==> src/rtl/array_2d_stream_flattener.sv <==
// Captures a ROWSxCOLS element array in one handshake and replays it as LANES-wide beats,
// in row- or column-major order, with a keep mask on the final partial beat and an end marker.
module array_2d_stream_flattener #(
  parameter int BIT_WIDTH = 4,
  parameter int ROWS      = 8,
  parameter int COLS      = 8,
  parameter int LANES     = 4
) (
  input  logic                         clk,
  input  logic                         rst,
  input  logic                         in_valid,
  output logic                         in_ready,
  input  logic [BIT_WIDTH-1:0]         in_data [ROWS-1:0][COLS-1:0],
  input  logic                         in_col_major,
  output logic                         out_valid,
  input  logic                         out_ready,
  output logic [LANES*BIT_WIDTH-1:0]   out_data,
  output logic [LANES-1:0]             out_keep,
  output logic                         out_last,
  output logic                         busy
);

  localparam int N_ELEM  = ROWS * COLS;
  localparam int N_BEATS = (N_ELEM + LANES - 1) / LANES;
  localparam int CNT_W   = (N_BEATS > 1) ? $clog2(N_BEATS) : 1;
  localparam int BEAT_W  = LANES * BIT_WIDTH;
  localparam int N_PAD   = N_BEATS * LANES;
  localparam int PAD_W   = (N_PAD - N_ELEM) * BIT_WIDTH;
  localparam int TAIL    = N_ELEM - (N_BEATS - 1) * LANES;
  localparam logic [LANES-1:0] LAST_KEEP = {LANES{1'b1}} >> (LANES - TAIL);

  typedef enum logic {
    S_IDLE,
    S_STREAM
  } state_t;

  state_t                       state_q, state_d;
  logic [CNT_W-1:0]             cnt_q, cnt_d;
  logic [N_ELEM*BIT_WIDTH-1:0]  data_q, data_d;
  logic [N_ELEM*BIT_WIDTH-1:0]  cap_data;
  logic [N_PAD*BIT_WIDTH-1:0]   padded;
  logic                         at_last;

  // The array is reordered at capture so that stored element k is already the k-th
  // element of the output stream; the beat mux then only needs the beat counter.
  for (genvar gi = 0; gi < N_ELEM; gi++) begin : g_cap
    localparam int ROW_R = gi / COLS;
    localparam int COL_R = gi % COLS;
    localparam int ROW_C = gi % ROWS;
    localparam int COL_C = gi / ROWS;
    assign cap_data[gi*BIT_WIDTH +: BIT_WIDTH] =
      in_col_major ? in_data[ROW_C][COL_C] : in_data[ROW_R][COL_R];
  end

  // Lanes past the last real element read constant zero.
  if (PAD_W > 0) begin : g_pad
    assign padded = {{PAD_W{1'b0}}, data_q};
  end else begin : g_nopad
    assign padded = data_q;
  end

  assign at_last = (cnt_q == CNT_W'(N_BEATS - 1));

  always_comb begin
    state_d   = state_q;
    cnt_d     = cnt_q;
    data_d    = data_q;
    in_ready  = 1'b0;
    out_valid = 1'b0;
    busy      = 1'b0;
    out_data  = '0;
    out_keep  = '0;
    out_last  = 1'b0;
    case (state_q)
      S_IDLE: begin
        in_ready = !rst;
        if (in_valid) begin
          state_d = S_STREAM;
          cnt_d   = '0;
          data_d  = cap_data;
        end
      end
      S_STREAM: begin
        out_valid = 1'b1;
        busy      = 1'b1;
        out_data  = padded[32'(cnt_q) * BEAT_W +: BEAT_W];
        out_keep  = at_last ? LAST_KEEP : {LANES{1'b1}};
        out_last  = at_last;
        if (out_ready) begin
          if (at_last) begin
            state_d = S_IDLE;
          end else begin
            cnt_d = cnt_q + CNT_W'(1);
          end
        end
      end
      default: state_d = S_IDLE;
    endcase
  end

  always_ff @(posedge clk) begin
    if (rst) begin
      state_q <= S_IDLE;
      cnt_q   <= '0;
      data_q  <= '0;
    end else begin
      state_q <= state_d;
      cnt_q   <= cnt_d;
      data_q  <= data_d;
    end
  end

endmodule

==> config.mk <==
export PLATFORM = sky130hd
export DESIGN_NAME = array_2d_stream_flattener
export DESIGN_NICKNAME = d
export VERILOG_FILES = /design/src/rtl/array_2d_stream_flattener.sv
export SDC_FILE = /design/constraint.sdc
export NUM_CORES = 1
export LEC_CHECK = 0
export CAP_MARGIN = 40
export CORE_MARGIN = 1.5
export CORE_UTILIZATION = 45
export CTS_CLUSTER_DIAMETER = 100
export DETAILED_ROUTE_END_ITERATION = 6
export PLACE_DENSITY = 0.72
export RECOVER_POWER = 50
export REMOVE_ABC_BUFFERS = 1
export SLEW_MARGIN = 10
export SYNTH_ARGS = -nofsm -noshare
export SYNTH_HDL_FRONTEND = slang
export SYNTH_SLANG_ARGS = --single-unit
==> constraint.sdc <==
create_clock -name clk -period 2 [get_ports clk]
set_input_delay 0.3 -clock clk [delete_from_list [all_inputs] [get_ports clk]]
set_output_delay 0.3 -clock clk [all_outputs]
set_load 0.01 [all_outputs]
==> metrics.md <==
| Metric | Value |
|---|---|
| Result of the run | `complete, but fails checks` |
| Failing checks | `negative setup slack` |
| Top cell type by total area after synthesis | `sky130_fd_sc_hd__dfxtp_1` |
| Number of routed nets with antenna violations | `0` |
| Count of routing violations after the opening detailed-route iteration | `715` |
| Slew at the pin closest to its max-slew limit | `0.617 ns` |
| Slowest cell on crit path | `sky130_fd_sc_hd__mux4_2` |
| Number of clock sinks | `261` |
| CP Buf/Inv Count | `5` |
| Placement row count | `60` |
| Final HPWL from detailed placement | `about 26,000 um` |
| CTS hold repair buffers | `0` |
| Proportion of layout cells with a drive suffix above 1 | `around 17%` |
| Sum of negative setup slack | `-7.54 ns` |
| CTS clk-pin slew, worst paths | `~0.060 ns` |
| Largest stage delay on the critical path | `slightly below 0.5 ns` |
| Top Ports | `between 200 and 300` |
| Total global routing overflow | `0` |
| Total iterations of the first detailed-routing run | `5` |
| Dominant synthesized flop cell | `sky130_fd_sc_hd__dfxtp_1` |
| Clock insertion delay at the later pin of the skew report | `about 0.52 ns` |
| Library cell with the highest instance count after synthesis | `sky130_fd_sc_hd__dfxtp_1` |
| Post-layout util | `between 60 and 70%` |
| Register area share after synthesis | `a little over two fifths` |
| CTS Root Buffer Type | `sky130_fd_sc_hd__clkbuf_16` |
| Most frequent CP cell | `sky130_fd_sc_hd__buf_6` |
| Area of the die | `around 28,000 um^2` |
| Data arrival time of the worst path | `between 2 and 2.5 ns` |
| Top post-synthesis cells by count | `sky130_fd_sc_hd__dfxtp_1, sky130_fd_sc_hd__mux2i_1, sky130_fd_sc_hd__o21ai_0` |
| Routability congestion estimate from global placement | `between 0.8 and 0.9` |
| Die Ht | `168 um` |
| Total routed wirelength | `around 35,000 um` |
| Largest fanout on the critical path | `7` |
| Total power divided by cell area | `slightly below 800 nW/um^2` |
| Final worst setup slack | `-0.567 ns` |
| Final period util | `128%` |
| Final number of hold-violating endpoints | `0` |
| Mean instance size in the synthesized netlist | `about 9.8 um^2` |
| Number of nets in the layout | `about 1,800` |
| Slack of the worst reg-to-reg path | `-0.01 ns` |
| Static Leak | `between 6 and 7 nW` |
| Kind of start point of the critical path | `flop` |
| Cell breakdown of the critical path | `buf_6, buf_12, buf_8, buf_6, mux4_2, mux2i_1, o21ai_1, buf_2` |
| Worst voltage drop across the vdd grid | `0.597 mV` |
| Vias | `roughly 11,000` |
| Number of CTS-inserted buffers | `27` |
| Number of antenna repair diodes | `0` |
| # setup viols final | `29` |
| Clock period minus final worst setup slack | `2.57 ns` |
| Area fraction of the dominant cell type after synthesis | `between 40% and 50%` |
| Non-Filler Cell Area, Final | `17,300 um^2` |
| Crit end category | `output pin` |
| Number of H-tree branching levels | `1` |
| Flops & latches, synth | `~260` |
| Width of the chip | `between 150 and 200 um` |
| Post-detailed-route via-to-cell ratio | `~5.5` |
| Setup repair after global routing missed its margin | `yes` |
| CTS tree | `built` |
| Buffer depth of the longest clock path | `3` |
| Number of instances in the synthesized netlist | `roughly 1,200` |
| Core Box Area | `approximately 27,000 um^2` |
| Slew headroom | `58.9%` |
| Final worst clock skew | `around 0.0074 ns` |
| Cell types with the largest area share after synthesis | `sky130_fd_sc_hd__dfxtp_1, sky130_fd_sc_hd__mux2i_1, sky130_fd_sc_hd__o21ai_0` |
| Area of placed instances | `16,000 um^2` |
| Number of remaining DRC errors | `0` |
| Wirelength per Cell | `18.4 um` |
| Pin count of the biggest net entering global routing | `99` |
| Input/output buffers | `around 280` |
| Peak clock frequency supported by timing | `roughly 400 MHz` |
| Worst hold path class | `in -> reg` |
| Layout area overhead | `40.6%` |
| Post-layout total power | `0.0133 W` |
| Antenna violations before repair | `0` |
| Via count of the first global-routing pass | `10,600` |
| GR Util All Layers | `roughly a quarter` |
| Initial Util | `a little under half` |
| Distinct cells, synth | `33` |
| Max-cap check violation count | `0` |
| Top delay family on crit path | `multiplexers` |
| EDFF count, synth | `0` |
| Share of flip-flops with an asynchronous set or reset | `0%` |
| Required @ worst endpoint | `1.70 ns` |
| Post-synthesis instance area | `around 12,000 um^2` |
| Global-route wire length before repair | `around 55,000 um` |
| Synth warnings | `0` |
| Class of the most critical setup path | `reg -> out` |
| Number of max-slew violations in the final report | `0` |
| Pre-CTS setup slack | `-0.408 ns` |
what timing repair did:
| item | 4_1_cts | 5_1_grt |
|---|---|---|
| setup endpoints to repair | 20 | 25 |
| hold endpoints to repair | 0 | 0 |
| setup buffers | 17 | 1 |
| cloned | 3 | 1 |
| pin swaps | 25 | 9 |
| gates resized for setup | 116 | 25 |
registers in the layout (all words and copies together), names as in the netlist:
register / cells
data_q: 256
cnt_q: 4
state_q: 1
cell families after synthesis:
group | Yosys count | synth area share [%]
AO/OA/AOI/OAI | 307 | 14.3
buffers and inverters | 113 | 4.54
XOR/XNOR | 1 | 0.0714
multiplexers | 306 | 30.3
AND/OR/NAND/NOR | 258 | 8.19
adder cells (fa/ha/maj) | 1 | 0.102
flip-flops | 261 | 42.6
worst register-to-register path: cells and delay by family, from the launching register on:
| family | cells | cell delay (ns) |
|---|---|---|
| flops | 1 | 0.32 |
| simple gates | 2 | 0.66 |
| buf+inv | 3 | 0.79 |
| compound gates | 1 | 0.19 |
layout make-up:
class	count	area (um^2)
inverters	3	11.3
flip-flops and latches	261	5230
multi-input cells	873	6670
fillers	2183	9610
clock buffers	35	776
well taps	341	427
repair buffers	393	3960
clock inverters	14	184
power by group:
group / switching [W] / leakage, nW / internal, W / total, W
sequential: 0.000201 / 2.15 / 0.00555 / 0.00575
clock: 0.00207 / 0.474 / 0.00325 / 0.00533
combinational: 0.000942 / 4.33 / 0.00127 / 0.00222
total: 0.00322 / 6.95 / 0.0101 / 0.0133
placed cells by master (no fill, tap or decap), types with 21 or more instances in the layout:
| master | n |
|---|---|
| sky130_fd_sc_hd__clkdlybuf4s50_1 | 265 |
| sky130_fd_sc_hd__dfxtp_1 | 258 |
| sky130_fd_sc_hd__mux2i_1 | 250 |
| sky130_fd_sc_hd__nand2_1 | 234 |
| sky130_fd_sc_hd__o21ai_0 | 227 |
| sky130_fd_sc_hd__buf_4 | 71 |
| sky130_fd_sc_hd__mux4_2 | 52 |
| sky130_fd_sc_hd__a22o_1 | 34 |
| sky130_fd_sc_hd__clkbuf_16 | 28 |
| sky130_fd_sc_hd__buf_12 | 21 |
metrics by stage:
stage	hold slack, ns	std cells
after floorplan	0.369	1137
after global placement	0.432	1851
after detailed placement	0.438	1851
after CTS	0.186	1920
after global routing	0.225	1920
final	0.199	1920
worst paths after layout:
kind | start | endpoint | cells past startpoint
min | in_col_major | data_q[25] | 3
max reg2reg | state_q | data_q[110] | 6
min reg2reg | data_q[227] | data_q[227] | 2
max | cnt_q[0] | out_data[1] | 8
metal layers:
metal | wire length, um | track usage, % | vias up
met5 | 0 | 0 | -
met4 | 1140 | 8.19 | 0
met3 | 1760 | 3.60 | 76
met2 | 17200 | 42.4 | 307
met1 | 15300 | 31.2 | 5018
li1 | - | - | 5118
Note: power is estimated with default switching activity, not from simulation.
==> RTL edit: new RTL, same settings <==
`data_q` no longer has a reset.
--- a/src/rtl/array_2d_stream_flattener.sv
+++ b/src/rtl/array_2d_stream_flattener.sv
@@ -103,10 +103,12 @@
       state_q <= S_IDLE;
       cnt_q   <= '0;
-      data_q  <= '0;
     end else begin
       state_q <= state_d;
       cnt_q   <= cnt_d;
-      data_q  <= data_d;
     end
+  end
+
+  always_ff @(posedge clk) begin
+    data_q <= data_d;
   end
 
Function: same outputs for any inputs over 4 cycles, from zero or initial values and one cycle with rst high; that may be too few to reach the edited logic, so the function may still have changed.
==> RTL edit against the unedited design <==
The flow still finishes with violations (negative setup slack); area after synthesis grew 3.6%; register-to-register slack gained 0.15 ns; power grew 0.70%; sequential share of layout area grew 14 points; critical path depth shrank 2; sequential cell count is the same; worst setup slack gained 0.066 ns; design area grew 2.6%; wire length shrank 13%; highest routed layer unchanged.
==> RTL edit: results <==
{
  "setup_viol_count_final": 17,
  "grtUsageTotal_pct": 21.0,
  "buf_share_pct": 21.7,
  "power.total_w": 0.0134,
  "violations": "negative setup slack",
  "syn_inst": 727,
  "synthToLayoutAreaGrowth_pct": 39.3,
  "antenna_cells": 2,
  "drive_above_1_share_pct": 38.9,
  "holdPathEnd": "data_q[182]",
  "hp-start": "in_data[182]",
  "hpwl_um": 21700,
  "met1Wirelength_um": 13600,
  "synth_edf_count": 256,
  "cts_buffers": 28,
  "multi_input_cells": 410,
  "first_global_vias": 8239,
  "pg_comb_w": 0.00182,
  "synth_area_leaders": "edfxtp_1, mux2_2, mux4_2, mux2i_1, a221oi_1",
  "total_leakage_power_nw": 6.13,
  "status": "finished with violations",
  "r2r-end": "cnt_q[1]",
  "yosysSeqAreaShare_pct": 61.2,
  "internal_power_w": 0.0105,
  "inv_count": 1,
  "met2_usage_pct": 35.4,
  "hold_ws_ns": 0.384,
  "dp.cells": 1417,
  "fin_ws_ns": -0.501,
  "reg2regPathDepth": 9
}
[RTL edit: cell count changes after synthesis, sizes merged, moves of 34 or more]
| cell | delta |
|---|---|
| mux2i | -209 |
| mux2 | +223 |
| dfxtp | -256 |
| o21ai | -222 |
| edfxtp | +256 |
| nand2 | -215 |
| clkbuf | -35 |
| a22o | -34 |
[RTL edit: cells by family (layout without fill, tap and decap cells)]
family | after synthesis | in the layout | synth area share [%]
AO/OA/AOI/OAI | 55 | 55 | 2.96
XOR/XNOR | 3 | 3 | 0.207
adder cells (fa/ha/maj) | 1 | 1 | 0.0983
buffers and inverters | 56 | 438 | 3.11
flip-flops | 261 | 261 | 61.2
multiplexers | 311 | 311 | 30.9
other | 0 | 2 | 0
AND/OR/NAND/NOR | 40 | 40 | 1.48
[RTL edit: timing repair]
| item | CTS | global route |
|---|---|---|
| setup buffers | 9 | 11 |
| resized for setup | 112 | 28 |
| setup endpoints to repair | 25 | 18 |
| cloned | 5 | 0 |
| pin swaps | 27 | 19 |
